### src/rtl/instr_fetch_buffer_if.sv
// rtl/instr_fetch_buffer_if.sv - instruction stream handshake between fetch buffer and execute stage
//
// Signals:
//   inst_valid  head of the fetch FIFO holds a valid instruction
//   inst_ready  consumer accepts the head this cycle
//   inst        head instruction word
//   inst_pc     PC of the head instruction
// Modports: master = fetch buffer (producer), slave = execute stage (consumer).

interface instr_fetch_buffer_if;
    logic        inst_valid;
    logic        inst_ready;
    logic [31:0] inst;
    logic [31:0] inst_pc;

    modport master (output inst_valid, output inst, output inst_pc, input inst_ready);
    modport slave  (input inst_valid, input inst, input inst_pc, output inst_ready);
endinterface

### src/rtl/instr_fetch_buffer.sv
// rtl/instr_fetch_buffer.sv - byte-serial instruction fetch with {pc, inst} FIFO and redirect
//
// Assembles big-endian 32-bit words from a byte-wide synchronous-read memory
// (4 reads per word) and queues them with their PC for the execute stage.
//
// Ports:
//   clk, reset        clock; synchronous active-high reset
//   imem_rd/imem_addr byte read strobe and address (data returns next cycle)
//   imem_rdata        returned byte
//   redirect/_pc      flush everything and restart fetch at redirect_pc & ~3
//   inst_if           instruction stream (master modport)
//   fifo_count        occupied FIFO entries
//   stall_cycles      only with IFB_STALL_COUNT_EN: saturating count of cycles
//                     with no valid instruction presented

module instr_fetch_buffer #(
    parameter int          DEPTH    = 4,
    parameter int          IMEM_AW  = 7,
    parameter logic [31:0] RESET_PC = 32'h0
) (
    input  logic                     clk,
    input  logic                     reset,
    output logic                     imem_rd,
    output logic [IMEM_AW-1:0]       imem_addr,
    input  logic [7:0]               imem_rdata,
    input  logic                     redirect,
    input  logic [31:0]              redirect_pc,
    instr_fetch_buffer_if.master     inst_if,
    output logic [$clog2(DEPTH):0]   fifo_count
`ifdef IFB_STALL_COUNT_EN
    ,
    output logic [15:0]              stall_cycles
`endif
);

    localparam int PW = $clog2(DEPTH);
    localparam int CW = PW + 1;

    typedef enum logic {IDLE, ISSUE} state_t;

    state_t        state;
    logic [1:0]    k;
    logic [31:0]   fetch_pc;
    logic          word_inflight;

    logic          rd_valid;
    logic [1:0]    rd_k;
    logic [31:0]   rd_pc;
    logic [23:0]   asm_hi;

    logic [31:0]   mem_inst [DEPTH];
    logic [31:0]   mem_pc   [DEPTH];
    logic [PW-1:0] wr_ptr;
    logic [PW-1:0] rd_ptr;
    logic [CW-1:0] count;

    logic [CW:0]   used;
    logic          credit_ok;
    logic          issue;
    logic          push;
    logic          pop;
    logic          unused_bits;

    assign unused_bits = ^redirect_pc[1:0];

    // A word may only start when a FIFO slot is reserved for it, counting a
    // word that is still being assembled; this guarantees no in-flight word is lost.
    assign used      = {1'b0, count} + (CW+1)'(word_inflight);
    assign credit_ok = used < (CW+1)'(DEPTH);

    // Byte 0 is issued in the same cycle the credit check passes, so a word
    // starts without an idle bubble; the remaining bytes follow unconditionally.
    assign issue     = !reset && !redirect && ((state == ISSUE) || credit_ok);
    assign imem_rd   = issue;
    assign imem_addr = reset ? '0 : {fetch_pc[IMEM_AW-1:2], k};

    assign push = rd_valid && (rd_k == 2'd3);
    assign pop  = (count != '0) && inst_if.inst_ready;

    assign fifo_count         = count;
    assign inst_if.inst_valid = (count != '0);
    assign inst_if.inst       = (count != '0) ? mem_inst[rd_ptr] : 32'h0;
    assign inst_if.inst_pc    = (count != '0) ? mem_pc[rd_ptr]   : 32'h0;

    always_ff @(posedge clk) begin
        if (reset) begin
            state         <= IDLE;
            k             <= 2'd0;
            fetch_pc      <= RESET_PC;
            word_inflight <= 1'b0;
            rd_valid      <= 1'b0;
            rd_k          <= 2'd0;
            rd_pc         <= 32'h0;
            asm_hi        <= 24'h0;
            wr_ptr        <= '0;
            rd_ptr        <= '0;
            count         <= '0;
        end else if (redirect) begin
            state         <= IDLE;
            k             <= 2'd0;
            fetch_pc      <= {redirect_pc[31:2], 2'b00};
            word_inflight <= 1'b0;
            rd_valid      <= 1'b0;
            wr_ptr        <= '0;
            rd_ptr        <= '0;
            count         <= '0;
        end else begin
            rd_valid <= issue;
            rd_k     <= k;
            rd_pc    <= fetch_pc;

            if (issue) begin
                if (k == 2'd3) begin
                    k        <= 2'd0;
                    fetch_pc <= fetch_pc + 32'd4;
                    state    <= IDLE;
                end else begin
                    k     <= k + 2'd1;
                    state <= ISSUE;
                end
            end

            if (issue && (k == 2'd0))
                word_inflight <= 1'b1;
            else if (push)
                word_inflight <= 1'b0;

            if (rd_valid) begin
                case (rd_k)
                    2'd0:    asm_hi[23:16] <= imem_rdata;
                    2'd1:    asm_hi[15:8]  <= imem_rdata;
                    2'd2:    asm_hi[7:0]   <= imem_rdata;
                    default: ;
                endcase
            end

            if (push) wr_ptr <= wr_ptr + 1'b1;
            if (pop)  rd_ptr <= rd_ptr + 1'b1;

            case ({push, pop})
                2'b10:   count <= count + 1'b1;
                2'b01:   count <= count - 1'b1;
                default: ;
            endcase
        end
    end

    // Storage needs no reset: entries are only visible through count/rd_ptr.
    always_ff @(posedge clk) begin
        if (push) begin
            mem_inst[wr_ptr] <= {asm_hi, imem_rdata};
            mem_pc[wr_ptr]   <= rd_pc;
        end
    end

`ifdef IFB_STALL_COUNT_EN
    always_ff @(posedge clk) begin
        if (reset)
            stall_cycles <= 16'h0;
        else if (!inst_if.inst_valid && (stall_cycles != 16'hFFFF))
            stall_cycles <= stall_cycles + 16'd1;
    end
`endif

endmodule

### src/flat_wrapper.sv
// flat-port wrapper written by rule: the top's interface ports become plain ports
module instr_fetch_buffer_flat 
#(
    parameter int          DEPTH    = 4,
    parameter int          IMEM_AW  = 7,
    parameter logic [31:0] RESET_PC = 32'h0
)
  (clk, reset, imem_rd, imem_addr, imem_rdata, redirect, redirect_pc, fifo_count, inst_if_inst_valid, inst_if_inst, inst_if_inst_pc, inst_if_inst_ready);
  instr_fetch_buffer_if inst_if_i ();
  input  logic clk;
  input  logic reset;
  output logic imem_rd;
  output logic [IMEM_AW-1:0] imem_addr;
  input  logic [7:0] imem_rdata;
  input  logic redirect;
  input  logic [31:0] redirect_pc;
  output logic [$clog2(DEPTH):0] fifo_count;
  output wire logic [$bits(inst_if_i.inst_valid)-1:0] inst_if_inst_valid;
  output wire logic [$bits(inst_if_i.inst)-1:0] inst_if_inst;
  output wire logic [$bits(inst_if_i.inst_pc)-1:0] inst_if_inst_pc;
  input wire logic [$bits(inst_if_i.inst_ready)-1:0] inst_if_inst_ready;
  assign inst_if_inst_valid = inst_if_i.inst_valid;
  assign inst_if_inst = inst_if_i.inst;
  assign inst_if_inst_pc = inst_if_i.inst_pc;
  assign inst_if_i.inst_ready = inst_if_inst_ready;
  instr_fetch_buffer #(.DEPTH(DEPTH), .IMEM_AW(IMEM_AW), .RESET_PC(RESET_PC)) u_core (.clk(clk), .reset(reset), .imem_rd(imem_rd), .imem_addr(imem_addr), .imem_rdata(imem_rdata), .redirect(redirect), .redirect_pc(redirect_pc), .inst_if(inst_if_i), .fifo_count(fifo_count));
endmodule
### config.mk
export PLATFORM = sky130hd
export DESIGN_NAME = instr_fetch_buffer_flat
export DESIGN_NICKNAME = d
export VERILOG_FILES = /design/src/rtl/instr_fetch_buffer_if.sv /design/src/rtl/instr_fetch_buffer.sv /design/src/flat_wrapper.sv
export SDC_FILE = /design/constraint.sdc
export NUM_CORES = 1
export LEC_CHECK = 0
export CAP_MARGIN = 20
export CORE_MARGIN = 5
export CORE_UTILIZATION = 35
export CTS_BUF_LIST = sky130_fd_sc_hd__clkbuf_4 sky130_fd_sc_hd__clkbuf_8
export CTS_CLUSTER_DIAMETER = 80
export CTS_CLUSTER_SIZE = 25
export DETAILED_ROUTE_END_ITERATION = 12
export PLACE_DENSITY = 0.59
export SYNTH_ARGS = -nofsm -noshare
export SYNTH_HDL_FRONTEND = slang
export SYNTH_SLANG_ARGS = --single-unit
### constraint.sdc
create_clock -name clk -period 3.8 [get_ports clk]
set_input_delay 0.76 -clock clk [delete_from_list [all_inputs] [get_ports clk]]
set_output_delay 0.76 -clock clk [all_outputs]
set_load 0.005 [all_outputs]
==> reports/metrics.yaml <==
holdPathStages: 2
synthMostInstantiatedCell: "edfxtp_1"
drive_gt1_share_pct: 14.0
slew_headroom_pct: 55.5
antenna_left: 0
cts_root_buf: "clkbuf_8"
place_congestion: 0.828
drv_slew: 0
reg2regPathDepth: 9
io_buffers: 115
cts_hold_buf: 0
power_frac_seq_pct: 68.8
crit_required_ns: 3.04
fin_ws_ns: 0.235
grt_pass1_wl_mm: 46.2
wl_per_cell_um: 19.4
clockBufferDepth: 3
fp.dieW_um: 209
async_flop_share_pct: 0
vias: 7547
syn_to_final_growth_pct: 15.9
synth_edf_count: 248
nFillCells: 3682
start_util_pct: 35.1
worstPathArrival_ns: 2.81
wl_mm: 29.8
synth_top_area_share_pct: 53.7
p_int_w: 0.00474
h-tree-depth: 1
avgSynthCellArea_sq_um: 15.4
final_area_sq_um: 16100
drc_errors: 0
cts_tree: "built"
endpoint_kind: "primary output"
grt_util_all_layers_pct: 13.3
rows: 73
ioPinCount: 120
synth.distinct_cells: 56
startpoint_type: "flip-flop"
diodes: 0
leakagePower_nw: 5.14
tns_ns: 0
synth_ff_type: "edfxtp_1"
worstReg2RegStart: "u_core.fifo_count[0]$_SDFFE_PN0P_"
vdd_drop_max_v: 0.000183
clock-sinks: 348
synth-seq-cells: 348
grt_pass1_vias: 7769
finClkSkew_ns: 0.0228
postCtsSetupBuffers: 0
syn_inst: 899
placed_cell_area_sq_um: 15700
synth_warnings: 0
finalHoldViolations: 0
ys_top_cells_by_count: "248 x edfxtp_1, 100 x dfxtp_1, 74 x nor2_1, 70 x and2_1, 63 x nand2_1"
clk_pin_slew_ns: 0.14
hp-start: "u_core.asm_hi[3]$_SDFFE_PP0P_"
cts_buffers: 18
r2r_setup_slack_ns: 1.16
preCtsSetupSlack_ns: 0.784
insertion_delay_ns: 0.56
p_per_area_nw_per_um2: 374
ctsResizeCount: 0
crit_path_cell_trace: "buf_4, mux4_2, and2_1, clkdlybuf4s50_1"
dieArea_sq_um: 43700
period_needed_ns: 3.57
die_h_um: 209
path_class: "reg -> out"
period_share_pct: 93.8
crit_path_top_delay_cell: "dfxtp_4"
synthesis.area_sq_um: 13900
outcome: "finished, final reports clean"
worstHoldPathType: "reg -> reg"
cpPeakStageDelay_ns: 0.72
cp_max_fo: 25
fmax_mhz: 280
clock_power_share_pct: 27.9
rsz0062_at_grt: "no"
synth_area_leaders: "edfxtp_1 54%, dfxtp_1 14%, mux4_2 10%, and2_1 3.2%, mux2i_1 3.1%"
ys_seq_area_share_pct: 68.2
core-area_sq_um: 39500
p_comb_share_pct: 3.3
setup-violations-final: 0
first_iter_violations: 381
p_sw_share_pct: 21.2
viasPerCell: 4.90
tightest_slew_ns: 0.665
grt_overflow: 0
drv_cap: 0
drt_pass1_iterations: 5
grt_max_degree: 56
power.switching_w: 0.00127
nets: 1056
dp.final_hpwl_mm: 19.1
yosysTopAreaCell: "edfxtp_1"
worstHoldEndpoint: "u_core.asm_hi[3]$_SDFFE_PP0P_"
worst_r2r_endpoint: "u_core.fifo_count[2]$_SDFFE_PN0P_"
antenna_found_initial: 0
through the flow:
step | hold WS, ns | total power [W] | utilization (%) | instances
2_1_floorplan | 0.450 | 0.00431 | - | 900
3_3_place_gp | 0.478 | 0.00442 | 39.8 | 1508
3_5_place_dp | 0.491 | 0.00442 | 39.8 | 1508
4_1_cts | 0.511 | 0.00609 | 40.7 | 1539
5_1_grt | 0.526 | 0.00625 | 40.7 | 1539
6_report | 0.507 | 0.00601 | 40.7 | 1539
placed cells by master (no fill, tap or decap), drive strengths merged, types with 3 or more instances in the layout:
master,n
buf,24
a31oi,4
and3,5
o21ai,10
nand3,8
clkdlybuf4s50,113
edfxtp,248
nor4b,3
nor4,13
nor2b,5
xor2,3
ha,8
inv,12
a211oi,17
nand2,64
mux4,62
a21oi,26
and2,70
o2111ai,3
nand4,8
nor2,75
or3,3
mux2i,43
and4,6
clkbuf,27
dfxtp,100
xnor2,24
nor3,10
area by class of cell:
| type | instances | area (sq um) | area share [%] |
|---|---|---|---|
| Clock buffer | 27 | 322 | 2.00 |
| Clock inverter | 4 | 33.8 | 0.210 |
| Inverter | 10 | 37.5 | 0.234 |
| Multi-Input combinational cell | 488 | 4150 | 25.8 |
| Sequential cell | 348 | 9450 | 58.9 |
| Tap cell | 525 | 657 | 4.09 |
| Timing Repair Buffer | 137 | 1410 | 8.76 |
power groups by stage:
stage	Sequential (W)	Clock (W)	Combinational (W)
2_1_floorplan	0.00420	0	0.000113
3_3_place_gp	0.00422	0	0.000198
3_5_place_dp	0.00422	0	0.000201
4_1_cts	0.00414	0.00175	0.000202
5_1_grt	0.00415	0.00188	0.000220
6_report	0.00414	0.00167	0.000200
worst max-delay path by stage:
stage	start	end
floorplan	u_core.rd_k[1]$_SDFFE_PP0N_	u_core.mem_inst[0][0]$_DFFE_PP_
global placement	flip-flop	inst_if_inst_pc[11]
detailed placement	flip-flop	inst_if_inst_pc[11]
CTS	flip-flop	inst_if_inst_pc[11]
global route	flip-flop	inst_if_inst_pc[10]
finish	flip-flop	inst_if_inst_pc[11]
cells by family (layout without fill, tap and decap cells):
group | after synthesis | after routing | share of synthesized area, %
flops | 348 | 348 | 68.2
simple gates | 277 | 277 | 10.7
mux | 106 | 106 | 13.3
compound gates | 67 | 67 | 3.26
buf+inv | 64 | 178 | 2.00
xor+xnor | 27 | 27 | 1.71
fa+ha+maj | 9 | 9 | 0.867
other cells | 1 | 2 | 0.0271
worst max-delay path, delay by kind of cell (launching register included):
kind / cells / cell delay, ns
multiplexers: 1 / 0.54
AND/OR/NAND/NOR: 1 / 0.19
flip-flops: 1 / 0.72
buffers and inverters: 2 / 0.77
flip-flops by register name (all words and copies together) (netlist names), 2 cells and up, named ones only:
register,cells
u_core.mem_pc,120
u_core.mem_inst,128
u_core.rd_pc,30
u_core.asm_hi,24
u_core.wr_ptr,2
u_core.rd_ptr,2
u_core.k,2
u_core.rd_k,2
u_core.fetch_pc,30
u_core.fifo_count,3
per-layer routing:
layer	vias up	share of wire, %	track usage, %
li1	3563	-	-
met1	3791	46	19.0
met2	167	48	22.2
met3	26	4.1	2.04
met4	0	1.3	1.89
met5	-	0	0
No activity file was read; power rests on OpenSTA's default activity.
